### src/rtl/sipo_deframer.sv
// Serial-to-parallel deframer: start bit, WIDTH LSB-first data bits, optional even parity.
// Delivers each word through a registered valid/ready output stage with parity/overrun pulses.
module sipo_deframer #(
  parameter int unsigned WIDTH     = 8,
  parameter bit          PARITY_EN = 1'b1
) (
  input  logic             clk,
  input  logic             rst_n,
  input  logic             bit_valid_i,
  input  logic             serial_in_i,
  output logic [WIDTH-1:0] out_data_o,
  output logic             out_valid_o,
  input  logic             out_ready_i,
  output logic             parity_err_o,
  output logic             overrun_o,
  output logic             busy_o
);

  localparam int unsigned CNT_W = $clog2(WIDTH);
  localparam logic [CNT_W-1:0] LAST_BIT = CNT_W'(WIDTH - 1);

  typedef enum logic [1:0] {
    ST_IDLE   = 2'd0,
    ST_DATA   = 2'd1,
    ST_PARITY = 2'd2
  } state_e;

  state_e             state_q, state_d;
  logic [CNT_W-1:0]   cnt_q, cnt_d;
  logic [WIDTH-1:0]   shift_q, shift_d;
  logic [WIDTH-1:0]   out_data_q, out_data_d;
  logic               out_valid_q, out_valid_d;
  logic               parity_err_q, parity_err_d;
  logic               overrun_q, overrun_d;

  logic               frame_done;
  logic [WIDTH-1:0]   frame_word;
  logic               frame_bad_par;

  // Next-state, shift/count and output-stage logic
  always_comb begin
    state_d       = state_q;
    cnt_d         = cnt_q;
    shift_d       = shift_q;
    out_data_d    = out_data_q;
    out_valid_d   = out_valid_q & ~out_ready_i;
    parity_err_d  = 1'b0;
    overrun_d     = 1'b0;
    frame_done    = 1'b0;
    frame_word    = shift_q;
    frame_bad_par = 1'b0;

    if (bit_valid_i) begin
      unique case (state_q)
        ST_IDLE: begin
          if (serial_in_i) begin
            state_d = ST_DATA;
            cnt_d   = '0;
          end
        end
        ST_DATA: begin
          // Shift right so the first data bit ends up in bit 0
          shift_d = {serial_in_i, shift_q[WIDTH-1:1]};
          cnt_d   = cnt_q + CNT_W'(1);
          if (cnt_q == LAST_BIT) begin
            if (PARITY_EN) begin
              state_d = ST_PARITY;
            end else begin
              state_d    = ST_IDLE;
              frame_done = 1'b1;
              frame_word = shift_d;
            end
          end
        end
        ST_PARITY: begin
          state_d       = ST_IDLE;
          frame_done    = 1'b1;
          frame_word    = shift_q;
          frame_bad_par = (^shift_q) ^ serial_in_i;
        end
        default: state_d = ST_IDLE;
      endcase
    end

    // A completed frame loads if the output stage is empty or draining this edge
    if (frame_done) begin
      parity_err_d = frame_bad_par;
      if (!out_valid_q || out_ready_i) begin
        out_data_d  = frame_word;
        out_valid_d = 1'b1;
      end else begin
        overrun_d = 1'b1;
      end
    end
  end

  always_ff @(posedge clk or negedge rst_n) begin
    if (!rst_n) begin
      state_q      <= ST_IDLE;
      cnt_q        <= '0;
      shift_q      <= '0;
      out_data_q   <= '0;
      out_valid_q  <= 1'b0;
      parity_err_q <= 1'b0;
      overrun_q    <= 1'b0;
    end else begin
      state_q      <= state_d;
      cnt_q        <= cnt_d;
      shift_q      <= shift_d;
      out_data_q   <= out_data_d;
      out_valid_q  <= out_valid_d;
      parity_err_q <= parity_err_d;
      overrun_q    <= overrun_d;
    end
  end

  assign out_data_o   = out_data_q;
  assign out_valid_o  = out_valid_q;
  assign parity_err_o = parity_err_q;
  assign overrun_o    = overrun_q;
  assign busy_o       = (state_q != ST_IDLE);

endmodule

### config.mk
export PLATFORM = sky130hd
export DESIGN_NAME = sipo_deframer
export DESIGN_NICKNAME = d
export VERILOG_FILES = /design/src/rtl/sipo_deframer.sv
export SDC_FILE = /design/constraint.sdc
export NUM_CORES = 1
export LEC_CHECK = 0
export CORE_MARGIN = 4
export CORE_UTILIZATION = 50
export DETAILED_ROUTE_END_ITERATION = 6
export PLACE_DENSITY = 0.75
export REMOVE_ABC_BUFFERS = 1
export SLEW_MARGIN = 20
export SYNTH_ARGS = -nofsm -noshare
export SYNTH_HDL_FRONTEND = slang
export SYNTH_SLANG_ARGS = --single-unit
### constraint.sdc
create_clock -name clk -period 3.88 [get_ports clk]
set_input_delay 0.582 -clock clk [delete_from_list [all_inputs] [get_ports clk]]
set_output_delay 0.582 -clock clk [all_outputs]
set_load 0.01 [all_outputs]
==> flow_metrics.py, run 1 <==
metrics = {
    "timing": {
        "tns_ns": 0,
        "maxSlewViolCount": 0,
        "rsz0062_at_grt": "false",
        "slew_headroom_pct": 65.8,
        "fin_crit_sh_pct": 55.3,
        "min_period_ns": 2.14,
        "setup_viol": 0,
        "skew_ns": 0.00214,
        "worstMarginPinSlew_ns": 0.513,
        "final.setup.worst_slack_ns": 1.74,
        "max_freq_mhz": 466,
        "finalHoldViolCount": 0,
    },
    "route": {
        "ant_nets": 0,
        "dr.pass1.iters": 5,
        "wl_met1_microns": 771,
        "num_vias": 599,
        "wl_met2_microns": 874,
        "drcViolationCount": 0,
        "highest_layer": "met4",
        "drt_iter0_drc": 4,
        "routed_wl_mm": 1.74,
        "viasPerCell": 5.12,
        "met3_length_microns": 74,
        "route.detailed.wl_per_inst_microns": 14.8,
    },
    "setup_path": {
        "worst-path-buf-inv": 1,
        "rr_startpoint": "state_q[1]",
        "r2r_end": "shift_q[1]",
        "crit_chain": "or2_2 -> clkdlybuf4s50_1",
        "max_stage_delay_ns": 0.48,
        "worstSetupPathType": "reg2out",
        "cp-start-kind": "flip-flop",
        "startpoint": "state_q[0]",
        "crit_end": "busy_o",
        "critical_path_required_ns": 3.30,
        "critPathCaptureType": "output pin",
        "arrival_ns": 1.56,
        "critical-path-top-delay-family": "buffers and inverters",
        "r2r_slack_ns": 2.38,
        "path_depth": 2,
        "crit_path_top_delay_cell": "clkdlybuf4s50_1",
        "cp_max_fo": 8,
        "ff2ff_path_depth": 3,
    },
    "floorplan": {
        "core_sq_um": 2000,
        "start_util_pct": 53.4,
        "die_height_microns": 54.2,
        "fp.dieArea_sq_um": 2940,
        "ioPinCount": 17,
        "fp.dieW_microns": 54.2,
        "core.rowCount": 16,
    },
    "cts": {
        "cts_inserted_buffers": 3,
        "clock_path_buffers": 2,
        "h-tree-depth": 1,
        "root_buffer": "clkbuf_4",
        "cts.repair.resized": 0,
        "clk_pin_slew_worst_paths_ns": 0.13,
        "cts_hold_buffers": 0,
        "clk_latency_ns": 0.31,
        "cts_tree": "built",
        "numClockSinks": 24,
        "cts_setup_buffers": 0,
    },
    "yosys": {
        "ys_seq_area_share_pct": 56.2,
        "yosysUniqueCellTypes": 23,
        "synth_top_area_share_pct": 56.2,
        "synth_top_cell_by_area": "dfrtp_1",
        "ys_top_cells_by_area": "dfrtp_1 (56%), mux2_4 (11%), mux2_2 (9.5%), xnor3_1 (4.2%), a22o_1 (2.5%)",
        "synth_area_sq_um": 1070,
        "netlist_instances": 72,
        "avgSynthCellArea_sq_um": 14.8,
        "ys.warnings.count": 0,
        "ys_seq_elements": 24,
    },
    "placed_design": {
        "place_hpwl_mm": 1.24,
        "dp_cells": 113,
        "gp_congestion": 0.756,
        "pre_cts_slack_ns": 1.68,
        "place.port_buffers": 16,
    },
    "global_route": {
        "antenna_found_initial": 0,
        "grt_max_degree": 25,
        "grt_pass1_wl_mm": 2.95,
        "grt_pass1_vias": 653,
        "gr-usage-all-layers_pct": 14.5,
        "gr-total-overflow": 0,
    },
    "final_layout": {
        "post-route-util_pct": 64.6,
        "n_antenna_cell": 0,
        "layout-drive-gt1-share_pct": 26.7,
        "final_nets": 98,
        "layout-area-overhead-vs-synth_pct": 21.1,
        "instances_no_fill": 117,
    },
    "power": {
        "power.total_uw": 1000,
        "powerDensity_nw_per_um2": 773,
        "p_leak_nw": 0.605,
        "vdd_drop_max_v": 0.000397,
    },
    "status": {
        "status": "completed",
    },
    "flow_run": {
        "cap_violations": 0,
    },
    "hold_path": {
        "min_path_type": "in2async",
    },
}
==> cells by family after synthesis <==
kind of cell             Yosys count  share of synthesized area, %
AND/OR/NAND/NOR                   14                          7.38
adder cells (fa/ha/maj)            2                          2.34
XOR/XNOR                           5                          6.67
buffers and inverters              3                          1.87
AO/OA/AOI/OAI                      6                          3.86
multiplexers                      18                          21.7
flip-flops                        24                          56.2
==> layout by cell type, fill, tap and decap left out, drive strengths merged <==
master	Yosys	routed
a22o	3	3
and2	2	2
and3b	1	1
buf	2	1
bufinv	0	1
clkbuf	0	3
clkdlybuf4s50	0	15
dfrtp	24	24
ha	2	2
inv	1	1
mux2	17	17
mux2i	1	1
nand2	5	5
nand2b	1	1
nand3b	1	1
nor2	1	1
nor2b	1	1
o21ai	3	3
or2	2	2
xnor2	2	2
xnor3	2	2
xor2	1	1
==> how the worst min path moves through the flow <==
stage / start / end / slack, ns
after floorplan: rst_n / cnt_q[0] / 0.29
final: rst_n / shift_q[6] / 0.22
after detailed placement: cnt_q[1] / cnt_q[1] / 0.49
after CTS: cnt_q[1] / cnt_q[1] / 0.53
after global routing: rst_n / out_data_o[7] / 0.24
after global placement: out_data_o[0] / out_data_o[0] / 0.49
==> routing by layer <==
metal | track usage (%) | up-vias
li1 | - | 288
met1 | 17.8 | 295
met2 | 23.1 | 14
met3 | 3.54 | 2
met4 | 8.30 | 0
met5 | 0 | -
==> worst register-to-register path, cell delays in order (launching register included) <==
cell and delay (ns):
dfrtp_1 0.46, nor2b_1 0.23, and2_1 0.33, mux2_2 0.38
==> synthesized netlist by cell type <==
cell type   n
or2_2       1
mux2i_1     1
or2_1       1
buf_2       1
mux2_2      9
and3b_1     1
nor2b_1     1
xor2_1      1
nand3b_1    1
xnor2_1     2
ha_1        2
dfrtp_1    24
nand2b_1    1
inv_1       1
and2_1      1
nand2_1     5
o21ai_0     3
nor2_1      1
xnor3_1     2
buf_6       1
and2_4      1
mux2_4      8
a22o_1      3
==> where the power goes <==
group / switching (mW) / total, mW / internal [mW]
Sequential: 0.0819 / 0.426 / 0.344
Combinational: 0.123 / 0.393 / 0.270
Clock: 0.0758 / 0.180 / 0.104
==> sequential cells by signal (all words and copies together) (netlist names) <==
signal and count:
shift_q 8, out_data_o 8, parity_err_o 1, out_valid_o 1
state_q 2, cnt_q 3, overrun_o 1
==> area by class of cell <==
type / instances / area, sq um
flip-flops and latches: 24 / 601
clock inverters: 1 / 30.0
well taps: 27 / 33.8
repair buffers: 16 / 155
clock buffers: 3 / 22.5
inverters: 1 / 3.75
multi-input cells: 45 / 448
fillers: 159 / 708
==> metrics by stage <==
stage               hold slack [ns]  area, sq um
finish                        0.218         1290
global route                  0.240         1290
CTS                           0.526         1300
detailed placement            0.493         1250
global placement              0.492         1250
floorplan                     0.286         1050
Power figures use the tool's default switching activity.
==> run 2, diff against run 1 <==
--- a/config.mk
+++ b/config.mk
@@ -6,9 +6,9 @@
 export NUM_CORES = 1
 export LEC_CHECK = 0
 export CORE_MARGIN = 4
-export CORE_UTILIZATION = 50
+export CORE_UTILIZATION = 46
 export DETAILED_ROUTE_END_ITERATION = 6
-export PLACE_DENSITY = 0.75
+export PLACE_DENSITY = 0.73
 export REMOVE_ABC_BUFFERS = 1
 export SLEW_MARGIN = 20
 export SYNTH_ARGS = -nofsm -noshare
==> constraint.sdc (replaced) <==
create_clock -name clk -period 1.8 [get_ports clk]
set_input_delay 0.27 -clock clk [delete_from_list [all_inputs] [get_ports clk]]
set_output_delay 0.27 -clock clk [all_outputs]
set_load 0.01 [all_outputs]
==> flow_metrics.py, run 2 (synthesis results as in run 1) <==
metrics = {
    "status": {
        "status": "completed",
    },
    "route": {
        "routed_wl_mm": 1.73,
        "viasPerCell": 4.89,
        "dr.pass1.iters": 2,
        "ant_nets": 0,
        "num_vias": 592,
        "drt_iter0_drc": 6,
        "drcViolationCount": 0,
        "route.detailed.wl_per_inst_microns": 14.3,
    },
    "floorplan": {
        "start_util_pct": 48.3,
        "fp.dieW_microns": 56.2,
        "die_height_microns": 56.2,
        "ioPinCount": 17,
        "core_sq_um": 2210,
        "core.rowCount": 17,
        "fp.dieArea_sq_um": 3160,
    },
    "cts": {
        "h-tree-depth": 1,
        "clock_path_buffers": 2,
        "cts_inserted_buffers": 3,
        "cts_tree": "built",
        "root_buffer": "clkbuf_4",
        "clk_latency_ns": 0.30,
        "numClockSinks": 24,
        "clk_pin_slew_worst_paths_ns": 0.13,
        "cts_hold_buffers": 0,
    },
    "timing": {
        "setup_viol": 0,
        "rsz0062_at_grt": "false",
        "tns_ns": 0,
        "worstMarginPinSlew_ns": 0.336,
        "slew_headroom_pct": 77.4,
        "skew_ns": 0.00361,
        "fin_crit_sh_pct": 83.3,
        "finalHoldViolCount": 0,
        "min_period_ns": 1.50,
        "maxSlewViolCount": 0,
        "max_freq_mhz": 667,
    },
    "setup_path": {
        "worst-path-buf-inv": 1,
        "r2r_slack_ns": 0.34,
        "critPathCaptureType": "output pin",
        "cp-start-kind": "flip-flop",
        "critical-path-top-delay-family": "buffers and inverters",
        "critical_path_required_ns": 1.53,
        "crit_chain": "clkdlybuf4s50_1",
        "arrival_ns": 1.23,
        "max_stage_delay_ns": 0.54,
        "worstSetupPathType": "reg2out",
        "ff2ff_path_depth": 4,
        "rr_startpoint": "state_q[0]",
        "crit_path_top_delay_cell": "clkdlybuf4s50_1",
        "r2r_end": "out_data_o[5]",
        "cp_max_fo": 2,
    },
    "global_route": {
        "gr-total-overflow": 0,
        "antenna_found_initial": 0,
        "grt_pass1_vias": 633,
        "gr-usage-all-layers_pct": 11.7,
        "grt_pass1_wl_mm": 2.88,
        "grt_max_degree": 25,
    },
    "hold_path": {
        "min_path_type": "in2async",
    },
    "final_layout": {
        "layout-area-overhead-vs-synth_pct": 22.5,
        "final_common_cell": "dfrtp_1",
        "n_antenna_cell": 0,
        "final_cell_mix": "dfrtp_1 (24), clkdlybuf4s50_1 (15), mux2_2 (9)",
        "instances_no_fill": 121,
        "layout-drive-gt1-share_pct": 28.0,
        "final_nets": 101,
        "fin_area_sq_um": 1310,
        "n_fill_cell": 195,
    },
    "placed_design": {
        "gp_congestion": 0.736,
        "place_area_sq_um": 1260,
        "place.port_buffers": 16,
        "place_hpwl_mm": 1.25,
        "dp_cells": 116,
    },
    "power": {
        "p_leak_nw": 0.617,
        "power.total_mw": 2.08,
        "vdd_drop_max_v": 0.000813,
        "powerDensity_nw_per_um2": 1590,
    },
    "flow_run": {
        "cap_violations": 0,
    },
}
==> run 2: worst register-to-register path: cells and delay by family, from the launching register on <==
kind | cells | cell delay [ns]
simple gates | 2 | 0.47
flops | 1 | 0.42
buf+inv | 1 | 0.16
mux | 1 | 0.32
==> run 2: report_power, final <==
part	total [mW]	leakage [nW]	internal (mW)	switching [mW]
Sequential	0.916	0.308	0.743	0.174
Combinational	0.883	0.288	0.600	0.283
Clock	0.278	0.0210	0.123	0.154
==> run 2: how the worst max path moves through the flow <==
stage                             start       endpoint  slack [ns]  cells after the start
after CTS                    state_q[1]         busy_o       0.005                      2
after global placement      bit_valid_i     shift_q[3]        0.08                      4
after floorplan              state_q[1]     shift_q[1]        0.50                      3
final                     out_data_o[1]  out_data_o[1]        0.30                      1
after detailed placement    bit_valid_i     shift_q[5]        0.04                      4
after global routing      out_data_o[1]  out_data_o[1]        0.24                      1
==> run 2: final cells by class <==
cell class	count	area [sq um]	area share, %
flip-flops and latches	24	601	45.9
multi-input cells	45	448	34.2
repair buffers	19	185	14.1
clock buffers	4	36.3	2.77
well taps	28	35.0	2.68
inverters	1	3.75	0.287
==> run 2: metal layers <==
layer | global-route usage (%) | share of wire (%)
met1 | 16.6 | 47
met2 | 17.7 | 49
met3 | 2.32 | 4.5
met4 | 4.07 | 0
met5 | 0 | 0
==> run 2: through the flow <==
step,util [%],hold slack [ns],setup WS (ns)
2_1_floorplan,-,-0.0256,0.498
3_3_place_gp,57.1,0.489,0.0788
3_5_place_dp,57.1,0.488,0.0355
4_1_cts,59.0,0.307,0.00484
5_1_grt,59.2,0.307,0.239
6_report,59.2,0.303,0.301
==> run 2: repair_timing <==
action / 4_1_cts / 5_1_grt
endpoints found under the setup margin: 1 / 1
gates resized for setup: 0 / 1
setup buffers: 1 / 0
==> run 3, diff against run 2 <==
==> constraint.sdc (replaced) <==
create_clock -name clk -period 1.2 [get_ports clk]
set_input_delay 0.18 -clock clk [delete_from_list [all_inputs] [get_ports clk]]
set_output_delay 0.18 -clock clk [all_outputs]
set_load 0.01 [all_outputs]
==> flow_metrics.py, run 3 (synthesis results as in run 1) <==
metrics = {
    "global_route": {
        "grt_pass1_wl_mm": 3.17,
        "grt_pass1_vias": 695,
        "antenna_found_initial": 0,
        "gr-total-overflow": 0,
        "gr-usage-all-layers_pct": 12.6,
        "grt_max_degree": 25,
    },
    "final_layout": {
        "n_antenna_cell": 0,
        "layout-drive-gt1-share_pct": 45.1,
        "final_cell_mix": "dfrtp_1 (24), buf_4 (21), mux2_2 (9)",
        "fin_area_sq_um": 1480,
        "layout-area-overhead-vs-synth_pct": 38.6,
        "final_nets": 121,
        "instances_no_fill": 141,
        "post-route-util_pct": 67.0,
        "final_common_cell": "dfrtp_1",
    },
    "power": {
        "vdd_drop_max_v": 0.00136,
        "powerDensity_nw_per_um2": 2300,
        "p_leak_nw": 0.746,
        "power.total_mw": 3.41,
    },
    "cts": {
        "numClockSinks": 24,
        "cts_inserted_buffers": 3,
        "clk_latency_ns": 0.31,
        "root_buffer": "clkbuf_4",
        "h-tree-depth": 1,
        "clk_pin_slew_worst_paths_ns": 0.14,
        "cts_tree": "built",
        "clock_path_buffers": 2,
        "cts_hold_buffers": 0,
    },
    "timing": {
        "tns_ns": -1.89,
        "min_period_ns": 1.35,
        "maxSlewViolCount": 0,
        "max_freq_mhz": 740,
        "setup_viol": 21,
        "skew_ns": 0.0125,
        "fin_crit_sh_pct": 113,
        "worstMarginPinSlew_ns": 0.245,
        "finalHoldViolCount": 0,
        "slew_headroom_pct": 83.6,
        "final.setup.worst_slack_ns": -0.151,
        "rsz0062_at_grt": "true",
    },
    "setup_path": {
        "cp-start-kind": "flip-flop",
        "ff2ff_path_depth": 4,
        "r2r_slack_ns": -0.15,
        "arrival_ns": 1.55,
        "rr_startpoint": "state_q[1]",
        "critPathCaptureType": "flip-flop",
        "worstSetupPathType": "reg2reg",
        "startpoint": "state_q[1]",
        "crit_end": "out_data_o[5]",
        "max_stage_delay_ns": 0.39,
        "crit_path_top_delay_cell": "dfrtp_1",
        "r2r_end": "out_data_o[5]",
        "critical_path_required_ns": 1.40,
        "worst-path-buf-inv": 1,
        "path_depth": 4,
        "crit_chain": "buf_6 -> and3b_1 -> and2_4 -> mux2_4",
        "critical-path-top-delay-family": "simple AND/OR/NAND/NOR gates",
        "cp_max_fo": 8,
    },
    "route": {
        "route.detailed.wl_per_inst_microns": 13.5,
        "num_vias": 670,
        "routed_wl_mm": 1.90,
        "drcViolationCount": 0,
        "dr.pass1.iters": 3,
        "viasPerCell": 4.75,
        "ant_nets": 0,
        "drt_iter0_drc": 4,
    },
    "floorplan": {
        "die_height_microns": 56.2,
        "core_sq_um": 2210,
        "core.rowCount": 17,
        "fp.dieW_microns": 56.2,
        "ioPinCount": 17,
        "start_util_pct": 48.3,
        "fp.dieArea_sq_um": 3160,
    },
    "placed_design": {
        "place_area_sq_um": 1370,
        "dp_cells": 128,
        "place.port_buffers": 16,
        "gp_congestion": 0.753,
        "place_hpwl_mm": 1.35,
    },
    "flow_run": {
        "cap_violations": 0,
    },
    "status": {
        "violations": "negative setup slack",
        "status": "complete, but fails checks",
    },
    "hold_path": {
        "min_path_type": "in2async",
    },
}
## run 3: changes by cell type in the layout (fill, tap and decap cells not counted), moves of 2 or more
cell	before	now
buf_4	3	21
clkdlybuf4s50_1	15	4
o21ai_1	0	2
buf_6	0	2
o21ai_0	3	0
dlygate4sd2_1	0	3
clkdlybuf4s15_1	0	8
## run 3: what timing repair did
action / CTS / global route
cloned: 0 / 0
endpoints found under the setup margin: 33 / 32
gates resized for setup: 22 / 10
endpoints found under the hold margin: 0 / 0
setup buffers: 5 / 4
pin swaps: 4 / 4
## run 3: layer usage
layer,GRT usage (%),up-vias,routed length (microns)
met3,2.32,0,73
met5,0,-,0
li1,-,333,-
met2,22.2,10,951
met4,2.03,0,0
met1,16.4,327,874
## run 3: worst min-delay path by stage
stage	from	end	slack (ns)
3_5_place_dp	cnt_q[1]	cnt_q[1]	0.49
4_1_cts	rst_n	out_data_o[4]	0.21
5_1_grt	rst_n	out_data_o[7]	0.19
6_report	rst_n	out_data_o[7]	0.20
3_3_place_gp	cnt_q[2]	cnt_q[2]	0.49
2_1_floorplan	rst_n	cnt_q[0]	-0.12
## run 3: area by class of cell
class                      count  area, sq um
fill                         181          731
sequential                    24          601
multi-input combinational     45          459
timing repair buffer          39          347
clock buffer                   4         36.3
tap                           28         35.0
inverter                       1         3.75
## run 3: worst reg2reg max path, stage by stage (launching register included)
cell and delay (ns):
dfrtp_1 0.39, buf_6 0.12, and3b_1 0.18, and2_4 0.24, mux2_4 0.32
## run 3: through the flow
stage	hold slack [ns]	worst slack (ns)
2_1_floorplan	-0.116	-0.102
3_3_place_gp	0.489	-0.389
3_5_place_dp	0.486	-0.423
4_1_cts	0.205	-0.155
5_1_grt	0.194	-0.210
6_report	0.200	-0.151
## run 3: report_power, final
part	internal, mW	total [mW]	switching [mW]
Clock	0.185	0.420	0.235
Sequential	1.11	1.31	0.194
Combinational	1.12	1.68	0.558
Total	2.42	3.41	0.987
